**config.mk**
```make
export PLATFORM = sky130hd
export DESIGN_NAME = fc_credit_gate
export DESIGN_NICKNAME = d
export VERILOG_FILES = /design/src/rtl/fc_credit_gate.sv
export SDC_FILE = /design/constraint.sdc
export NUM_CORES = 1
export LEC_CHECK = 0
export ABC_AREA = 1
export CAP_MARGIN = 10
export CORE_MARGIN = 2
export CORE_UTILIZATION = 35
export CTS_CLUSTER_SIZE = 30
export DETAILED_ROUTE_END_ITERATION = 7
export PLACE_DENSITY = 0.48
export SLEW_MARGIN = 20
export SYNTH_ARGS = -nofsm -noshare
export SYNTH_HDL_FRONTEND = slang
export SYNTH_SLANG_ARGS = --single-unit
```
**constraint.sdc**
```tcl
create_clock -name clk -period 9 [get_ports clk]
set_input_delay 2.25 -clock clk [delete_from_list [all_inputs] [get_ports clk]]
set_output_delay 2.25 -clock clk [all_outputs]
set_load 0.01 [all_outputs]
```
**src/rtl/fc_credit_gate.sv**
```systemverilog
// Transmit-side PCIe flow-control gate: keeps limit/consumed registers for the six
// credit fields, loads limits from InitFC/UpdateFC and grants TLPs one cycle after evaluation.
module fc_credit_gate #(
    parameter int HDR_W  = 8,
    parameter int DATA_W = 12
) (
    input  logic              clk,
    input  logic              rst,
    input  logic              fc_upd_valid,
    input  logic              fc_upd_init,
    input  logic [1:0]        fc_upd_type,
    input  logic [HDR_W-1:0]  fc_upd_hdr,
    input  logic [DATA_W-1:0] fc_upd_data,
    input  logic              tlp_req_valid,
    input  logic [1:0]        tlp_req_type,
    input  logic              tlp_req_has_data,
    input  logic [DATA_W-1:0] tlp_req_data_credits,
    output logic              tlp_grant,
    output logic              tlp_blocked,
    output logic              fc_init_done
);

    typedef enum logic [0:0] {
        ST_INIT   = 1'b0,
        ST_ACTIVE = 1'b1
    } state_e;

    localparam logic [1:0]        TYPE_RSVD = 2'd3;
    localparam logic [HDR_W-1:0]  HDR_ZERO  = {HDR_W{1'b0}};
    localparam logic [DATA_W-1:0] DATA_ZERO = {DATA_W{1'b0}};
    localparam logic [HDR_W-1:0]  HDR_ONE   = {{(HDR_W-1){1'b0}}, 1'b1};
    localparam logic [HDR_W-1:0]  HDR_HALF  = {1'b1, {(HDR_W-1){1'b0}}};
    localparam logic [DATA_W-1:0] DATA_HALF = {1'b1, {(DATA_W-1){1'b0}}};

    // Room left after the request, modulo 2^W; "enough" means room lands in the lower half.
    function automatic logic hdr_fits(input logic [HDR_W-1:0] lim,
                                      input logic [HDR_W-1:0] cons,
                                      input logic [HDR_W-1:0] req);
        logic [HDR_W-1:0] room;
        room = lim - (cons + req);
        return (room <= HDR_HALF);
    endfunction

    function automatic logic data_fits(input logic [DATA_W-1:0] lim,
                                       input logic [DATA_W-1:0] cons,
                                       input logic [DATA_W-1:0] req);
        logic [DATA_W-1:0] room;
        room = lim - (cons + req);
        return (room <= DATA_HALF);
    endfunction

    state_e            state_r;
    logic [HDR_W-1:0]  lim_hdr_r   [0:2];
    logic [DATA_W-1:0] lim_data_r  [0:2];
    logic [HDR_W-1:0]  cons_hdr_r  [0:2];
    logic [DATA_W-1:0] cons_data_r [0:2];
    logic [2:0]        inf_hdr_r;
    logic [2:0]        inf_data_r;
    logic [2:0]        init_rcvd_r;

    logic [1:0]        req_idx_s;
    logic              req_type_ok_s;
    logic [DATA_W-1:0] data_req_s;
    logic              hdr_ok_s;
    logic              data_ok_s;
    logic              eval_s;
    logic              pass_s;

    logic [1:0]        upd_idx_s;
    logic              upd_hit_s;
    logic              init_load_s;
    logic              act_load_s;
    logic [2:0]        init_next_s;

    // Request evaluation against the pre-edge limit/consumed registers.
    always_comb begin
        req_idx_s     = 2'd0;
        req_type_ok_s = 1'b0;
        if (tlp_req_type != TYPE_RSVD) begin
            req_idx_s     = tlp_req_type;
            req_type_ok_s = 1'b1;
        end else begin
            req_idx_s     = 2'd0;
            req_type_ok_s = 1'b0;
        end

        if (tlp_req_has_data) begin
            data_req_s = tlp_req_data_credits;
        end else begin
            data_req_s = DATA_ZERO;
        end

        hdr_ok_s  = inf_hdr_r[req_idx_s]
                  | hdr_fits(lim_hdr_r[req_idx_s], cons_hdr_r[req_idx_s], HDR_ONE);
        data_ok_s = ~tlp_req_has_data
                  | inf_data_r[req_idx_s]
                  | data_fits(lim_data_r[req_idx_s], cons_data_r[req_idx_s], data_req_s);

        eval_s = (state_r == ST_ACTIVE) & tlp_req_valid & ~tlp_grant;
        pass_s = eval_s & req_type_ok_s & hdr_ok_s & data_ok_s;
    end

    // FC DLLP decode: InitFC only counts in INIT (first one per type), UpdateFC only in ACTIVE.
    always_comb begin
        upd_hit_s   = fc_upd_valid & (fc_upd_type != TYPE_RSVD);
        upd_idx_s   = 2'd0;
        init_load_s = 1'b0;
        act_load_s  = 1'b0;
        init_next_s = init_rcvd_r;
        if (upd_hit_s) begin
            upd_idx_s   = fc_upd_type;
            init_load_s = (state_r == ST_INIT) & fc_upd_init & ~init_rcvd_r[fc_upd_type];
            act_load_s  = (state_r == ST_ACTIVE) & ~fc_upd_init;
        end else begin
            upd_idx_s   = 2'd0;
            init_load_s = 1'b0;
            act_load_s  = 1'b0;
        end
        if (init_load_s) begin
            init_next_s = init_rcvd_r | (3'b001 << upd_idx_s);
        end else begin
            init_next_s = init_rcvd_r;
        end
    end

    // Limit, infinite-flag and consumed-counter registers.
    always_ff @(posedge clk) begin
        if (rst) begin
            for (int i = 0; i < 3; i++) begin
                lim_hdr_r[i]   <= HDR_ZERO;
                lim_data_r[i]  <= DATA_ZERO;
                cons_hdr_r[i]  <= HDR_ZERO;
                cons_data_r[i] <= DATA_ZERO;
            end
            inf_hdr_r   <= 3'b000;
            inf_data_r  <= 3'b000;
            init_rcvd_r <= 3'b000;
        end else begin
            // Consumed counters advance even for infinite fields.
            if (pass_s) begin
                cons_hdr_r[req_idx_s]  <= cons_hdr_r[req_idx_s] + HDR_ONE;
                cons_data_r[req_idx_s] <= cons_data_r[req_idx_s] + data_req_s;
            end
            if (init_load_s) begin
                lim_hdr_r[upd_idx_s]  <= fc_upd_hdr;
                lim_data_r[upd_idx_s] <= fc_upd_data;
                inf_hdr_r[upd_idx_s]  <= (fc_upd_hdr == HDR_ZERO);
                inf_data_r[upd_idx_s] <= (fc_upd_data == DATA_ZERO);
                init_rcvd_r           <= init_next_s;
            end
            if (act_load_s) begin
                if (!inf_hdr_r[upd_idx_s]) begin
                    lim_hdr_r[upd_idx_s] <= fc_upd_hdr;
                end
                if (!inf_data_r[upd_idx_s]) begin
                    lim_data_r[upd_idx_s] <= fc_upd_data;
                end
            end
        end
    end

    // Link-init FSM with registered grant/blocked/init-done outputs.
    always_ff @(posedge clk) begin
        if (rst) begin
            state_r      <= ST_INIT;
            tlp_grant    <= 1'b0;
            tlp_blocked  <= 1'b0;
            fc_init_done <= 1'b0;
        end else begin
            tlp_grant   <= pass_s;
            tlp_blocked <= eval_s & ~pass_s;
            case (state_r)
                ST_INIT: begin
                    if (&init_next_s) begin
                        state_r      <= ST_ACTIVE;
                        fc_init_done <= 1'b1;
                    end
                end
                ST_ACTIVE: begin
                    state_r      <= ST_ACTIVE;
                    fc_init_done <= 1'b1;
                end
                default: begin
                    state_r      <= ST_INIT;
                    fc_init_done <= 1'b0;
                end
            endcase
        end
    end

    fc_credit_gate_chk u_chk (
        .clk          (clk),
        .rst          (rst),
        .tlp_grant    (tlp_grant),
        .tlp_blocked  (tlp_blocked),
        .fc_init_done (fc_init_done)
    );

endmodule

// Handshake invariants of the gate outputs.
module fc_credit_gate_chk (
    input logic clk,
    input logic rst,
    input logic tlp_grant,
    input logic tlp_blocked,
    input logic fc_init_done
);

    a_grant_xor_blocked: assert property (@(posedge clk) disable iff (rst)
        !(tlp_grant && tlp_blocked));

    a_no_back_to_back: assert property (@(posedge clk) disable iff (rst)
        tlp_grant |=> !tlp_grant);

    a_quiet_until_init: assert property (@(posedge clk) disable iff (rst)
        !fc_init_done |-> (!tlp_grant && !tlp_blocked));

endmodule

```
### Yosys cells after proc, flatten, opt, wreduce, memory -nomap -nowiden

Memories as Yosys holds them, arrays and structs flattened.
Cells that the tools add are included.

* word-level logic and storage cells: 110
* input port bits: 42
* register bits: 13
* output and inout port bits: 3
* memories kept: 4
* RAM bits: 120

Memory list
* cons_data_r: words 3, width 12, rd ports 1, clocked after Yosys merged registers in 0, wr ports 3, RTL line 56 `logic [DATA_W-1:0] cons_data_r [0:2];`
* lim_data_r: words 3, width 12, rd ports 1, clocked after Yosys merged registers in 0, wr ports 3, RTL line 54 `logic [DATA_W-1:0] lim_data_r [0:2];`
* cons_hdr_r: words 3, width 8, rd ports 1, clocked after Yosys merged registers in 0, wr ports 3, RTL line 55 `logic [HDR_W-1:0] cons_hdr_r [0:2];`
* lim_hdr_r: words 3, width 8, rd ports 1, clocked after Yosys merged registers in 0, wr ports 3, RTL line 53 `logic [HDR_W-1:0] lim_hdr_r [0:2];`

* mux-type cells: 55
* eq/ne operators: 3
* shift-type cells: 1
* add/sub/neg operators: 4
* $lt $le $gt $ge: 6
* bitwise operators: 22
* reductions and logical operators: 8

Operators by type and width (count)
* 2-to-1 mux 12 bit: 4
* 2-to-1 mux 1 bit: 31
* 2-to-1 mux 8 bit: 3
* OR reduction 12 bit: 2
* OR reduction 8 bit: 2
* adder 12 bit: 1
* <= comparator 12 bit, second input constant: 1
* logical NOT 12 bit: 1
* 2-to-1 mux 2 bit: 6
* subtractor 12 bit: 1
* AND 1 bit: 10
* binary-select mux 1 bit (select 2 bit): 5
* < comparator 2 x 3 -> 1 bit, second input constant: 3
* adder 8 x 1 -> 8 bit, second input constant: 1
* <= comparator 8 bit, second input constant: 1
* logical NOT 8 bit: 1
* subtractor 8 bit: 1
* bitwise mux 3 bit: 2
* NOT 1 bit: 6
* OR 1 bit: 5
* inequality test 2 bit, second input constant: 2
* one-hot mux 1 bit (2 select lines): 2
* 2-to-1 mux 3 bit: 1
* OR 3 bit: 1
* other kinds (6): 6

### Longest topological paths before layout

An unclocked memory read counts as a cell.

* word-level depth: 14
* depth in mapped cells: 32

### Least setup slack after synthesis

OpenSTA, ideal clock, no wires.

* kind: input to register
* start point: in tlp_req_type[1]
* end point: mem cons_data_r[3][0] (enable)
* setup slack: 1699 ps
* data arrival time: 6921 ps
* setup time: 381 ps
* cell stages on the path: 31
* data required time: 8619 ps
* path through: inv_1 > ha_1 > buf_6 > inv_4 > buf_6 > buf_2 > clkbuf_1 > clkbuf_1 > nor2_1 > o22ai_1 > ha_1 > a21oi_1 > o21ai_0 > a21o_1 > a21oi_1 > o21ai_0 > xor2_1 > inv_1 > ha_1 > nand2_1 > inv_1 > a21oi_1 > nand3_1 > a21oi_1 > nand3_1 > nand2_1 > nor2_1 > nor2_4 > nand3_2 > buf_6 > nor2_2

RTL lines
* start: declaration: RTL line 15 `input logic [1:0] tlp_req_type,`
* end: declaration: RTL line 56

==> impl_metrics.csv <==
group,metric,value,unit
global_route,grt_pass1_wl,37.51,mm
outcome,status,"finished clean",
detailed_routing,firstDrtPassIters,5,
global_route,antenna_found_initial,0,
worst_setup_path,endpoint_kind,"register",
clocking,cts_tree,"built",
worst_setup_path,worst-r2r-cell-count,23,
die,die_x,166.7,microns
job,max-cap-violations,0,
worst_setup_path,worstPathRequired,9.10,ns
synth,synth_edf_count,160,
sta,finalCritPeriodShare,83.73,%
worst_setup_path,worst-setup-path-type,"in2reg",
die,core_region_area,26060,sq um
sta,rsz0062_at_grt,"false",
sta,worst_pin_slew,0.6463,ns
sta,post-route-min-period,7.536,ns
finish,num_antenna_cells,0,
global_route,grt_use_total,17.29,%
detailed_routing,drcViolationCount,0,
worst_setup_path,reg2reg_from,"cons_data_r[2][3]$_SDFFCE_PN0P_",
finish,nets,1154,
place,portBuffers,44,
clocking,clk_latency,0.43,ns
power_and_ir_drop,ir_drop,95.10,uV
power_and_ir_drop,p_per_area,191.3,nW/um^2
finish,fill_cells,2625,
die,placementRows,59,
worst_setup_path,crit_arrival,7.64,ns
clocking,post_cts_buffers,0,
place,place_ws,0.9939,ns
global_route,grt_pass1_vias,6938,
clocking,numCtsBuffers,17,
die,die_h,166.7,microns
place,dp_hpwl,15.68,mm
power_and_ir_drop,p_leak,4.545,nW
clocking,htree_levels,4,
finish,stdcell_area,10650,sq um
worst_setup_path,start_kind,"input port",
detailed_routing,wire_per_inst,16.31,microns
synth,ys.flop_type,"edfxtp_1",
sta,fin_worst_skew,0.009671,ns
detailed_routing,via_count,6877,
place,place_congestion,0.7867,
sta,relSlewSlack,56.81,%
clocking,ctsHoldBuffers,0,
worst_setup_path,path_common_cell,"a21oi_1",
synth,synthesis.area,9265,sq um
die,initial_core_util,35.55,%
sta,worst_slack,1.464,ns
clocking,ctsResizeCount,0,
worst_setup_path,critPathMaxFanout,50,
detailed_routing,antenna_left,0,
synth,yosysWarnings,0,
finish,final_layout_size_suffix_gt1_share,6.703,%
hold_path,min_from,"fc_init_done$_SDFFE_PP0P_",
die,die_area,27790,sq um
global_route,grt_max_degree,58,
detailed_routing,drtIter0Drc,418,
finish,area_delta_synth_final,14.92,%
synth,async_flop_share,0,%
clocking,cts_root_buffer,"clkbuf_16",
place,postPlaceCellArea,10070,sq um
sta,report.final.slew_viol_count,0,
synth,yosysUniqueCellTypes,38,
sta,hold_viol,0,
worst_setup_path,crit_buf_inv,5,
detailed_routing,wl,23.23,mm
synth,synthCells,1022,
worst_setup_path,crit_family,"buffers and inverters",
detailed_routing,viasPerCell,4.829,
worst_setup_path,slowest_delay,0.59,ns
worst_setup_path,cp-startpoint,"tlp_req_type[0]",
synth,ys_ff_latch,173,
sta,setup_tns,0,ns
sta,fmax,0.1327,GHz
worst_setup_path,crit_slowest_cell,"clkdlybuf4s50_1",
die,io_pins,45,
sta,finalSetupViolCount,0,
global_route,gr-total-overflow,0,
hold_path,hold_path_depth,2,
clocking,cts_buffer_depth,2,
synth,syn_avg_cell_area,9.066,sq um
synth,ys_seq_area_share,54.67,%
hold_path,worstHoldPathType,"reg2reg",
clocking,cts_sinks,173,
clocking,cts.clk_slew.worst_paths,0.07,ns
worst_setup_path,path_depth,26,
==> path summary, 6_finish.rpt <==
| check | end | slack [ns] |
|---|---|---|
| worst min-delay path | fc_init_done$_SDFFE_PP0P_ | 0.48 |
| worst min register to register | fc_init_done$_SDFFE_PP0P_ | 0.48 |
| worst max-delay path | cons_data_r[3][8]$_DFFE_PP_ | 1.46 |
| worst max register to register | cons_data_r[3][8]$_DFFE_PP_ | 4.43 |
==> worst reg2reg max path: cells and delay by family, from the launching register on <==
family                   cells  cell delay [ns]
flip-flops                   1             0.37
AO/OA/AOI/OAI                9             1.37
adder cells (fa/ha/maj)      2             0.73
buffers and inverters        3             0.49
XOR/XNOR                     1             0.23
AND/OR/NAND/NOR              8             1.02
==> flip-flops by register name (all words and copies together) (netlist names) <==
signal	flops
inf_hdr_r	3
state_r	1
lim_hdr_r	32
cons_hdr_r	32
tlp_blocked	1
lim_data_r	48
cons_data_r	48
init_rcvd_r	3
tlp_grant	1
inf_data_r	3
fc_init_done	1
==> cells by family after synthesis <==
| group | count (synthesis) | synth area share [%] |
|---|---|---|
| buf+inv | 170 | 7.792 |
| flops | 173 | 54.67 |
| xor+xnor | 22 | 2.080 |
| compound gates | 153 | 9.250 |
| other cells | 1 | 0.04047 |
| simple gates | 467 | 21.07 |
| fa+ha+maj | 36 | 5.105 |
==> layout make-up <==
cell class	instances	area [sq um]	area share, %
clock buffers	17	425.4	3.995
well taps	335	419.2	3.937
multi-input cells	698	3552	33.36
flip-flops and latches	173	5065	47.57
inverters	131	494.2	4.642
clock inverters	15	156.4	1.469
repair buffers	55	535.5	5.029
==> per-stage QoR <==
| step | cells | total power [mW] | hold WS, ns | utilization, % |
|---|---|---|---|---|
| floorplan | 1041 | 1.208 | 0.4491 | - |
| global placement | 1392 | 1.322 | 0.4670 | 38.63 |
| detailed placement | 1392 | 1.321 | 0.4664 | 38.63 |
| CTS | 1424 | 2.060 | 0.4831 | 40.86 |
| global route | 1424 | 2.143 | 0.5202 | 40.86 |
| finish | 1424 | 2.037 | 0.4757 | 40.86 |
==> per-layer routing <==
metal,wire length (microns),vias up,part of all wire (%),global-route usage (%)
met5,0,-,0,0
li1,-,3498,-,-
met4,291,0,1.3,5.060
met2,11080,114,48,28.87
met1,11090,3244,48,23.39
met3,764,21,3.3,2.590
==> synth_stat cells (2+ instances only) <==
cell	number	share of area, %
nor2_2	2	0.14
o21ai_0	73	3.9
buf_1	3	0.12
a32oi_1	4	0.38
nor2_1	211	8.5
nand3_1	48	2.6
o22ai_1	26	1.8
clkbuf_1	20	0.81
nand2_1	163	6.6
ha_1	33	4.5
a31oi_1	2	0.14
nand4_1	8	0.54
or2_2	7	0.47
a32o_1	2	0.22
buf_6	9	1.1
nand2_2	10	0.68
xor2_1	18	1.7
xnor2_1	4	0.38
nand3b_1	2	0.16
dfxtp_1	13	2.8
a21oi_1	36	1.9
buf_4	2	0.16
fa_1	3	0.65
nor4_1	5	0.34
o21bai_1	3	0.24
a21o_1	2	0.16
edfxtp_1	160	52
nor2_4	2	0.24
buf_2	5	0.27
o2111ai_1	3	0.28
nand3_2	5	0.54
nor3_1	4	0.22
inv_1	129	5.2
==> power breakdown <==
group	internal [mW]	total [mW]	switching (mW)	leakage, nW
Combinational	0.130	0.382	0.252	2.55
Clock	0.392	0.736	0.344	0.270
Sequential	0.911	0.920	0.00837	1.72
Total	1.43	2.04	0.604	4.55
==> cells in the final DEF (no fill, tap or decap), types with 5 or more instances in the layout <==
master	n
a21oi_1	36
buf_4	10
clkbuf_16	17
clkdlybuf4s50_1	44
clkinvlp_4	5
conb_1	20
dfxtp_1	13
edfxtp_1	160
ha_1	32
inv_1	129
nand2_1	163
nand2_2	10
nand3_1	48
nand3_2	5
nand4_1	8
nor2_1	211
nor4_1	5
o21ai_0	73
o22ai_1	26
or2_2	7
xor2_1	18
(Power assumes the default switching activity.)
==> RTL edit (config.mk and constraints unchanged) <==
`HDR_W`: 8 -> 7.
--- a/src/rtl/fc_credit_gate.sv
+++ b/src/rtl/fc_credit_gate.sv
@@ -1,7 +1,7 @@
 // Transmit-side PCIe flow-control gate: keeps limit/consumed registers for the six
 // credit fields, loads limits from InitFC/UpdateFC and grants TLPs one cycle after evaluation.
 module fc_credit_gate #(
-    parameter int HDR_W  = 8,
+    parameter int HDR_W  = 7,
     parameter int DATA_W = 12
 ) (
     input  logic              clk,
Ports: changed (resized fc_upd_hdr); port bits go from 45 to 44. The function was not compared with the original's and may differ.
==> RTL edit against the unedited design <==
Critical path depth grew 1. Fmax shrank 1.0%. Largest power group unchanged. Routed wire length shrank 7.8%. Sequential cell count shrank 8. Area after synthesis shrank 4.5%. Register-to-register slack lost 0.30 ns. Synthesized cell count shrank 5.0%. Power shrank 2.3%. Cell count shrank 3.9%. Non-clock buffer count grew 1. Largest cell class unchanged. Cell area shrank 3.9%. Clock power is essentially flat. Setup slack lost 0.076 ns. Via count shrank 5.6%.
==> RTL edit: results (changes against the unedited design) <==
Finish
  – Nets@finish: 1101 (-4.6%)
  – Layout filler cell count: 2557 (-2.6%)
  – Share of cells above drive strength 1: 0.0837 (+0.0167)
  – Diodes inserted: 0 (unchanged)

Pwr
  – Clock power share: 0.370 (+0.009)
  – Static leakage: 4.37 nW (-3.8%)
  – Seq group: 0.878 mW (-4.6%)
  – Worst ir drop on vdd: 0.000141 V (+49%)
  – Internal power: 1.43 mW (-0.11%)

Global routing
  – Antenna violations before repair: 0 (unchanged)
  – Largest net degree at the start of global routing: 52 (-10%)
  – GRT met3 Usage: 0.0318 (+0.00593)
  – Vias in the first global route: 6320 (-8.9%)
  – First-pass GRT wire length: 34300 um (-8.6%)
  – M2 GR Usage: 0.265 (-0.0237)
  – Met1 Use GR: 0.240 (+0.00605)
  – Overall Global Routing Usage: 0.169 (-0.00365)

Drt
  – WL met2: 9630 um (-13%)
  – Uppermost layer routed: met4
  – Via Count: 6494 (-5.6%)
  – First DRT Iteration DRCs: 384 (-8.1%)
  – WL/cell: 15.6 um (-4.1%)
  – Met1 WL: 10800 um (-3.0%)
  – WL met3: 838 um (+9.7%)

Timing
  – Clock Skews: 0.0122 ns (+0.00250 ns)
  – Slew margin rel.: 0.466 (-0.102)

Logic synthesis
  – Share of flip-flops with an asynchronous set or reset: 0 (unchanged)
  – Synth top area cells: edfxtp_1 52%, nor2_1 7.9%, nand2_1 7.8%, inv_1 4.6%, ha_1 4.5%
  – Register area share after synthesis: 0.545 (-0.00125)
  – Xor/xnor cell area share of the yosys netlist: 0.0167 (-0.00411)
  – Netlist cell types: 46 (+21%)
  – Ys Warns: 0 (unchanged)
  – Synth Area in Compound Gates: 0.0912 (-0.00127)
  – Synth Area in Adders: 0.0498 (-0.00126)
  – Post-synth EDFFs: 152 (-5.0%)
  – Top cells by count, synth: 185 x nor2_1, 184 x nand2_1, 152 x edfxtp_1, 108 x inv_1, 65 x o21ai_0

Run status
  – Outcome: finished, final reports clean

Clock network
  – CTS resizes: 0 (unchanged)
  – CTS Buffer Depth: 2 (unchanged)
  – Post-CTS setup buffer count: 0 (unchanged)
  – Clock latency on the worst-skew pair: ~0.42 ns
  – Htree depth: 4 (unchanged)
  – Clk root buf: clkbuf_16
  – Reg clk slew, reported paths: 0.07 ns (about the same)
  – TritonCTS Buffers: 17 (unchanged)

Hold path
  – Hold Path Cell Cnt: 2 (unchanged)
  – Worst hold path type: register to register

Place
  – DP Area: 9630 um2 (-4.3%)
  – Routability Congestion: 0.837 (+6.4%)
  – Port bufs: 43 (-2.3%)
  – Final HPWL from detailed placement: 15100 um (-3.6%)

Setup path
  – Worst Path Arrival: 7.59 ns (-0.05 ns)
  – CP top delay family: buffers and inverters
  – Crit-path max FO: 20 (-60%)
  – Max stage delay on crit path: 0.52 ns (-0.07 ns)
  – Worst path slowest cell: nand2_1
  – Reg2reg path depth: 22 (-4.3%)
RTL edit: path summary, 6_finish.rpt:
check / startpoint / to / slack, ns
max: tlp_req_type[0] / cons_data_r[2][4] / 1.39
min: fc_init_done / fc_init_done / 0.48
max reg2reg: cons_data_r[2][2] / cons_data_r[2][4] / 4.13
min reg2reg: fc_init_done / fc_init_done / 0.48
RTL edit: kinds of logic (layout without fill, tap and decap cells):
kind of cell    after synthesis  in the layout
buf+inv                     150            200
compound gates              143            143
flops                       165            165
simple gates                462            462
xor+xnor                     16             16
other cells                   1             19
fa+ha+maj                    34             34
RTL edit: metrics by stage:
step	utilization	cells	total power [mW]	hold WS [ns]	worst slack (ns)
2_1_floorplan	-	989	1.16	0.452	1.50
3_3_place_gp	0.386	1337	1.27	0.469	1.04
3_5_place_dp	0.386	1337	1.27	0.465	0.923
4_1_cts	0.410	1369	2.01	0.491	1.36
5_1_grt	0.410	1369	2.09	0.529	0.819
6_report	0.410	1369	1.99	0.482	1.39
RTL edit: worst register-to-register path, stage by stage (launching register included):
cell and delay, ns:
edfxtp_1 0.37, o21ai_0 0.22, o22ai_1 0.12, ha_1 0.35, a21oi_1 0.16, nand2_1 0.14, a21oi_1 0.24, xor2_1 0.51
ha_1 0.39, nand2_1 0.15, inv_1 0.05, a21oi_1 0.18, nand2_1 0.07, nand2_1 0.06, nand2_1 0.05, nor2_1 0.14
nand4_1 0.12, nand2_1 0.09, nor2_2 0.06, nor2_8 0.14, nand3_2 0.07, buf_4 0.22, nand2_1 0.61
RTL edit: final cells by class:
cell class	count	area share
Clock buffer	22	0.0464
Timing Repair Buffer	56	0.0516
Clock inverter	10	0.0122
Inverter	112	0.0416
Tap cell	330	0.0404
Multi-Input combinational cell	674	0.336
Sequential cell	165	0.472
